File: src/rtl/apb_xbar_port_arbiter.sv
// apb_xbar_port_arbiter: round-robin arbiter and APB sequencer in front of one completer port.
module apb_xbar_port_arbiter #(
   parameter int N_REQ   = 3,
   parameter int ADDR_W  = 60,
   parameter int DATA_W  = 32,
   parameter int TIMEOUT = 16
) (
   input  logic                      pclk,
   input  logic                      preset,
   input  logic [N_REQ-1:0]          req_valid,
   input  logic [N_REQ-1:0]          req_write,
   input  logic [N_REQ*ADDR_W-1:0]   req_addr,
   input  logic [N_REQ*DATA_W-1:0]   req_wdata,
   output logic [N_REQ-1:0]          req_done,
   output logic [DATA_W-1:0]         rsp_rdata,
   output logic                      rsp_slverr,
   output logic [1:0]                grant_id,
   output logic                      busy,
   output logic                      m_psel,
   output logic                      m_penable,
   output logic                      m_pwrite,
   output logic [ADDR_W-1:0]         m_paddr,
   output logic [DATA_W-1:0]         m_pwdata,
   input  logic                      m_pready,
   input  logic [DATA_W-1:0]         m_prdata,
   input  logic                      m_pslverr
);
   localparam int CW = TIMEOUT > 0 ? $clog2(TIMEOUT + 1) : 1;
   localparam logic [2:0] NQ = 3'(N_REQ);
   localparam logic [1:0] LAST = 2'(N_REQ - 1);
   typedef enum logic [1:0] {IDLE, SETUP, ACCESS} state_t;
   state_t r_state, w_next;
   logic [1:0] r_ptr, w_off, w_sel;
   logic [2:0] w_sum, w_wrap;
   logic [2*N_REQ-1:0] w_rot;
   logic [CW-1:0] r_cnt;
   logic w_to, w_fin;
   logic [ADDR_W-1:0] w_addr [N_REQ];
   logic [DATA_W-1:0] w_wdata [N_REQ];
   genvar g;
   generate
      for (g = 0; g < N_REQ; g++) begin : g_req
         assign w_addr[g]  = req_addr[g*ADDR_W +: ADDR_W];
         assign w_wdata[g] = req_wdata[g*DATA_W +: DATA_W];
      end
   endgenerate
   // Rotate requests so bit 0 is the pointer position; the lowest set bit wins.
   assign w_rot = {req_valid, req_valid} >> r_ptr;
   always_comb begin
      w_off = '0;
      for (int i = N_REQ - 1; i >= 0; i--)
         if (w_rot[i]) w_off = 2'(i);
   end
   assign w_sum  = {1'b0, r_ptr} + {1'b0, w_off};
   assign w_wrap = w_sum - NQ;
   assign w_sel  = w_sum >= NQ ? w_wrap[1:0] : w_sum[1:0];
   assign w_to   = (TIMEOUT != 0) && (r_cnt == CW'(TIMEOUT));
   assign w_fin  = (r_state == ACCESS) && (m_pready || w_to);
   assign m_psel    = r_state != IDLE;
   assign m_penable = r_state == ACCESS;
   assign busy      = m_psel;
   always_comb begin
      w_next = r_state;
      w_next = r_state == IDLE  ? (|req_valid ? SETUP : IDLE) :
               r_state == SETUP ? ACCESS :
               (w_fin ? IDLE : ACCESS);
   end
   always_ff @(posedge pclk) begin
      if (preset) r_state <= IDLE;
      else        r_state <= w_next;
   end
   always_ff @(posedge pclk) begin
      if (preset) begin
         r_ptr      <= '0;
         r_cnt      <= '0;
         grant_id   <= '0;
         m_pwrite   <= 1'b0;
         m_paddr    <= '0;
         m_pwdata   <= '0;
         req_done   <= '0;
         rsp_rdata  <= '0;
         rsp_slverr <= 1'b0;
      end else begin
         req_done <= '0;
         if (r_state == IDLE && |req_valid) begin
            grant_id <= w_sel;
            m_pwrite <= req_write[w_sel];
            m_paddr  <= w_addr[w_sel];
            m_pwdata <= w_wdata[w_sel];
         end
         if (r_state == SETUP) r_cnt <= '0;
         else if (r_state == ACCESS && !w_fin) r_cnt <= r_cnt + 1'b1;
         // A watchdog expiry completes as an error with no read data.
         if (w_fin) begin
            req_done   <= N_REQ'(1) << grant_id;
            rsp_rdata  <= (m_pready && !m_pwrite) ? m_prdata : '0;
            rsp_slverr <= m_pready ? m_pslverr : 1'b1;
            r_ptr      <= grant_id == LAST ? 2'd0 : grant_id + 2'd1;
         end
      end
   end
endmodule

File: config.mk
export PLATFORM = sky130hd
export DESIGN_NAME = apb_xbar_port_arbiter
export DESIGN_NICKNAME = d
export VERILOG_FILES = /design/src/rtl/apb_xbar_port_arbiter.sv
export SDC_FILE = /design/constraint.sdc
export NUM_CORES = 1
export LEC_CHECK = 0
export CELL_PAD_IN_SITES_DETAIL_PLACEMENT = 0
export CELL_PAD_IN_SITES_GLOBAL_PLACEMENT = 2
export CORE_MARGIN = 2
export CORE_UTILIZATION = 19
export DETAILED_ROUTE_END_ITERATION = 7
export GPL_ROUTABILITY_DRIVEN = 0
export PLACE_DENSITY_LB_ADDON = 0.15
export SLEW_MARGIN = 20
export SYNTH_ARGS = -nofsm -noshare
export SYNTH_HDL_FRONTEND = slang
export SYNTH_SLANG_ARGS = --single-unit
File: constraint.sdc
create_clock -name pclk -period 4.5 [get_ports pclk]
set_clock_uncertainty 0.2 [all_clocks]
set_input_delay 0.675 -clock pclk [delete_from_list [all_inputs] [get_ports pclk]]
set_output_delay 0.675 -clock pclk [all_outputs]
set_load 0.05 [all_outputs]
Yosys cells after proc, flatten, opt, wreduce, memory -nomap -nowiden:

Index checks and enable logic that the tools add are counted.

* register bits: 140
* bits in latches: 0
* memory bits (writable): 0
* memory bits (read-only): 0
* memories: 0

* $add $sub $neg: 4
* $mul: 0
* div/mod/pow operators: 0
* magnitude comparators: 3
* equality and inequality tests: 4
* shifts and indexed selects: 2
* muxes and demuxes: 19
* bitwise gates (word level): 2
* reduce and logical (&&, ||, !) cells: 12

Operator list (count)
* $bmux 60 s2: 1
* $mux 60: 2
* $mux 32: 3
* $bmux 32 s2: 1
* $mux 2: 8
* $shr 6x2->3: 1
* $add 5x1->5 const B: 1
* $eq 5x5->1 const B: 1
* $eq 2x2->1 const B: 2
* $logic_and 1x1->1: 4
* $reduce_or 2->1: 2
* $add 2x2->3: 1
* $ge 3x2->1 const B: 1
* $ge 3x3->1 const B: 1
* $lt 2x3->1 const B: 1
* $mux 1: 3
* $not 2->3: 1
* $reduce_or 3->1: 1
* $shl 1x2->3 const A: 1
* $add 2x1->2 const B: 1
* $bmux 1 s2: 1
* $eq 2x1->1 const B: 1
* $logic_not 1->1: 2
* $logic_not 2->1: 1
* 4 further kinds: 4

Longest topological paths before layout:

* depth in word-level cells: 11
* mapped depth: 13

Least setup slack after synthesis:

No wires, ideal clock.

* path type: input to register
* start: input port req_valid[2]
* end: register m_paddr[0]
* setup time: 0.128 ns
* data arrival time: 3.258 ns
* required time: 4.172 ns
* slack: 0.915 ns
* cell stages on the path: 10
* path through: or4b_2 a21oi_1 fa_1 ha_1 o21ba_2 a21oi_1 buf_4 buf_2 mux2i_1 o21ai_1

* word-level cells in the longest chain between the ends: 11
* elaborated cells on any way between the ends: 14
* those cells by class: 2 x add/sub; 1 x order compare; 1 x shift; 7 x mux; 1 x bitwise; 2 x reduce/logical

RTL lines
* start: declaration: line 10 `input logic [N_REQ-1:0] req_valid,`
* $shr 6x2->3: line 48 `assign w_rot = {req_valid, req_valid} >> r_ptr;`
* $mux 2 (3 in a row): line 52 `if (w_rot[i]) w_off = 2'(i);`
* $add 2x2->3: line 54 `assign w_sum = {1'b0, r_ptr} + {1'b0, w_off};`
* $ge 3x2->1 / $sub 2x2->2 (equally long branches): line 56, 55
* $mux 2: line 56 `assign w_sel = w_sum >= NQ ? w_wrap[1:0] : w_sum[1:0];`
* $not 2->3 (not written as such): line 88 `m_paddr <= w_addr[w_sel];`
* $bmux 60 s2: line 88
* $mux 60 (not written as such) (2 in a row): line 88
* end signal: assignment: line 88
* end: declaration: line 22 `output logic [ADDR_W-1:0] m_paddr,`

Parallel ways exist; a longest one is shown, timed or not. The select of a mux whose other input is x is not followed.
A chain may end at the register's enable or synchronous reset.

Final worst setup path:

* start: input port req_valid[1]
* end: register m_paddr[10]

The elaborated chain is that of the path after synthesis.

==> metrics <==
Leak 0.004620 µW; PD cells 430.6 nW/µm²; RSZ-0062 raised after global routing false; Top-Level Pins 452; CTS buffer count 17; min-delay src m_pwdata[24]; IO buf count 451; adder-cell share of the synthesized area 1.143%; CP required 4.61 ns; global route overflow 0; H-tree depth 4; Iteration-0 DRC Markers 169; startpoint types primary input; Crit Reg-Reg Startpoint r_ptr[0]; dpl hpwl 21030 µm; main flop type after synthesis dfxtp_1; simple-gate area share of the yosys netlist 4.042%; min cycle time layout 3.817 ns; GRT Total Usage 16.59%; full die area 33710 µm²; WL final 28950 µm; largest net degree at the start of global routing 48; average cell area after synthesis 10.51 µm²; DR vias/cell 4.568; Post-Syn Area 6130 µm²; cts repair resizes 0; element type at the critical path end register; DIE HEIGHT 183.6 µm; Relative slew margins 60.25%; area occupied by multi-input gates 3020 µm²; DRC 0; CP max FO 26; fin crit share 84.81%; # hold bufs at CTS 0; row count 65; largest family of logic cells by synthesized area compound AO/OA/AOI/OAI gates; status finished, final reports clean; Synth Register Bits 140; area delta synth->final 92.26%; register area share after synthesis 45.72%; Crit Path Class in -> reg; first-pass GRT wire length 42240 µm; sequential cell area 2803 µm²; worst reg-to-reg setup slack 0.96 ns; worst vdd ir 0.0002391 V; Post-Synth XOR/XNOR Area 0.5715%; CTS tree done; Post-DRT Antenna Nets 0; hold depth 2; Final Max Slew Viols 0; Clk pin slew, worst setup/hold paths 0.06 ns; post-synthesis mux area share 15.35%; Fillers 3143; Final Hold Vio Count 0; clk buf depth 2; Final Net Count 1332; Cell variety after synth 42; non-filler cells, final 1426; measured slew at the worst slew-check pin 0.5943 ns; worst-case reg-to-reg path depth 10; Die W 183.6 µm; Worst Hold End m_pwdata[24]; setup TNS 0 ns; Root Driver clkbuf_16; worst-skew pair later-pin latency 0.43 ns; WHS 0.2678 ns; Via Count 6514; endpoints failing setup 0; detailed-route wire length per cell 20.30 µm; Pre-antenna DRT Iters 4; initial antenna violation count 1; share of layout cells above drive strength 1 5.871%; yosys warns 0; CP arrival 3.92 ns; syn_nets 906; clock sink count 140; Initial Util 19.38%; achievable frequency 262.0 MHz; worst reg2reg endpoint m_paddr[10]; dpl cells 1392; number of global-route vias before repair 6603; Hold WC Path Type reg -> reg; Post-synth EDFFs 0; Core ar. 31640 µm²; asr flop ratio synth 0%; Cells after Synth 583; Synth Area in Compound Gates 27.60%; Post-CTS Setup Bufs 0; Max-Cap Viols 0
Yosys cell counts (2+ instances only):
cell type	count	area (µm²)
a211oi_1	2	15.01
a21o_1	3	22.52
a21oi_1	2	10.01
a22o_1	33	289.0
a32oi_1	93	814.5
buf_2	24	120.1
buf_4	2	15.01
buf_6	8	90.09
clkbuf_1	27	101.4
dfxtp_1	140	2803
ha_1	4	50.05
inv_1	4	15.01
mux2i_1	94	940.9
nand2_1	2	7.510
nand2b_1	2	12.51
nand3_1	2	10.01
nor2_1	11	41.29
nor2b_1	3	18.77
nor3_1	4	20.02
nor3b_1	4	30.03
o21ai_0	31	155.2
o21ai_1	65	325.3
o21ba_2	2	20.02
xnor2_1	2	17.52
xor2_1	2	17.52
where the power goes:
part	switching [µW]	total [µW]	internal, µW
combinational	1160	1960	809
clock	605	1590	985
sequential	99.7	1520	1420
total	1860	5070	3210
worst max-delay path: stages:
cell and delay, ns:
clkdlybuf4s50_1 0.49, or4b_2 0.63, a21oi_1 0.19, fa_1 0.47, ha_1 0.23, o21ba_2 0.24, a21oi_4 0.19, buf_12 0.28
buf_4 0.22, mux2i_1 0.23, o21ai_1 0.07
area by class of cell:
class / count / area share, %
clock buffers: 17 / 3.610
well taps: 402 / 4.268
repair buffers: 468 / 40.66
clock inverters: 15 / 1.879
diodes: 2 / 0.04247
flip-flops and latches: 140 / 23.78
multi-input cells: 378 / 25.63
inverters: 4 / 0.1274
how the worst max path moves through the flow:
stage	cells after the start	start	end	slack, ns
detailed placement	11	req_valid[1]	m_paddr[10]	0.22
global placement	11	req_valid[1]	m_paddr[10]	0.28
global route	14	req_valid[1]	m_pwdata[9]	0.49
CTS	11	req_valid[1]	m_paddr[10]	0.68
floorplan	10	req_valid[2]	m_paddr[0]	0.91
finish	11	req_valid[1]	m_paddr[10]	0.68
flip-flops by register name, indices dropped and copies added, names as in the netlist:
register / cells
rsp_slverr: 1
r_state: 2
m_pwdata: 32
m_pwrite: 1
rsp_rdata: 32
m_paddr: 60
r_cnt: 5
r_ptr: 2
req_done: 3
grant_id: 2
layout by cell type (no fill, tap or decap), types with 11 or more instances in the layout:
master / n
o21ai_1: 65
clkdlybuf4s50_1: 451
buf_12: 12
o21ai_0: 31
nor2_1: 11
clkbuf_16: 17
mux2i_1: 94
dfxtp_1: 140
a32oi_1: 93
a22o_1: 33
routing by layer:
metal  track usage (%)  routed length (µm)
met1             18.99               11530
met3             6.101                2466
met5                 0                   0
met2             28.72               14400
met4             5.056                 548
logic make-up after synthesis:
group | count (synthesis)
DFF | 140
buffers and inverters | 65
xor gates and xnor gates | 4
AOI/OAI and AO/OA | 236
muxes | 94
adders and majority gates | 5
and+or+nand+nor | 39
through the flow:
step,total power [µW],worst slack (ns),cell area (µm²),utilization [%]
2_1_floorplan,2654,0.9147,6130,-
3_3_place_gp,3538,0.2837,11130,35.19
3_5_place_dp,3534,0.2240,11130,35.19
4_1_cts,5163,0.6750,11780,37.24
5_1_grt,5316,0.4920,11780,37.24
6_report,5074,0.6833,11790,37.25
(Power assumes the default switching activity.)
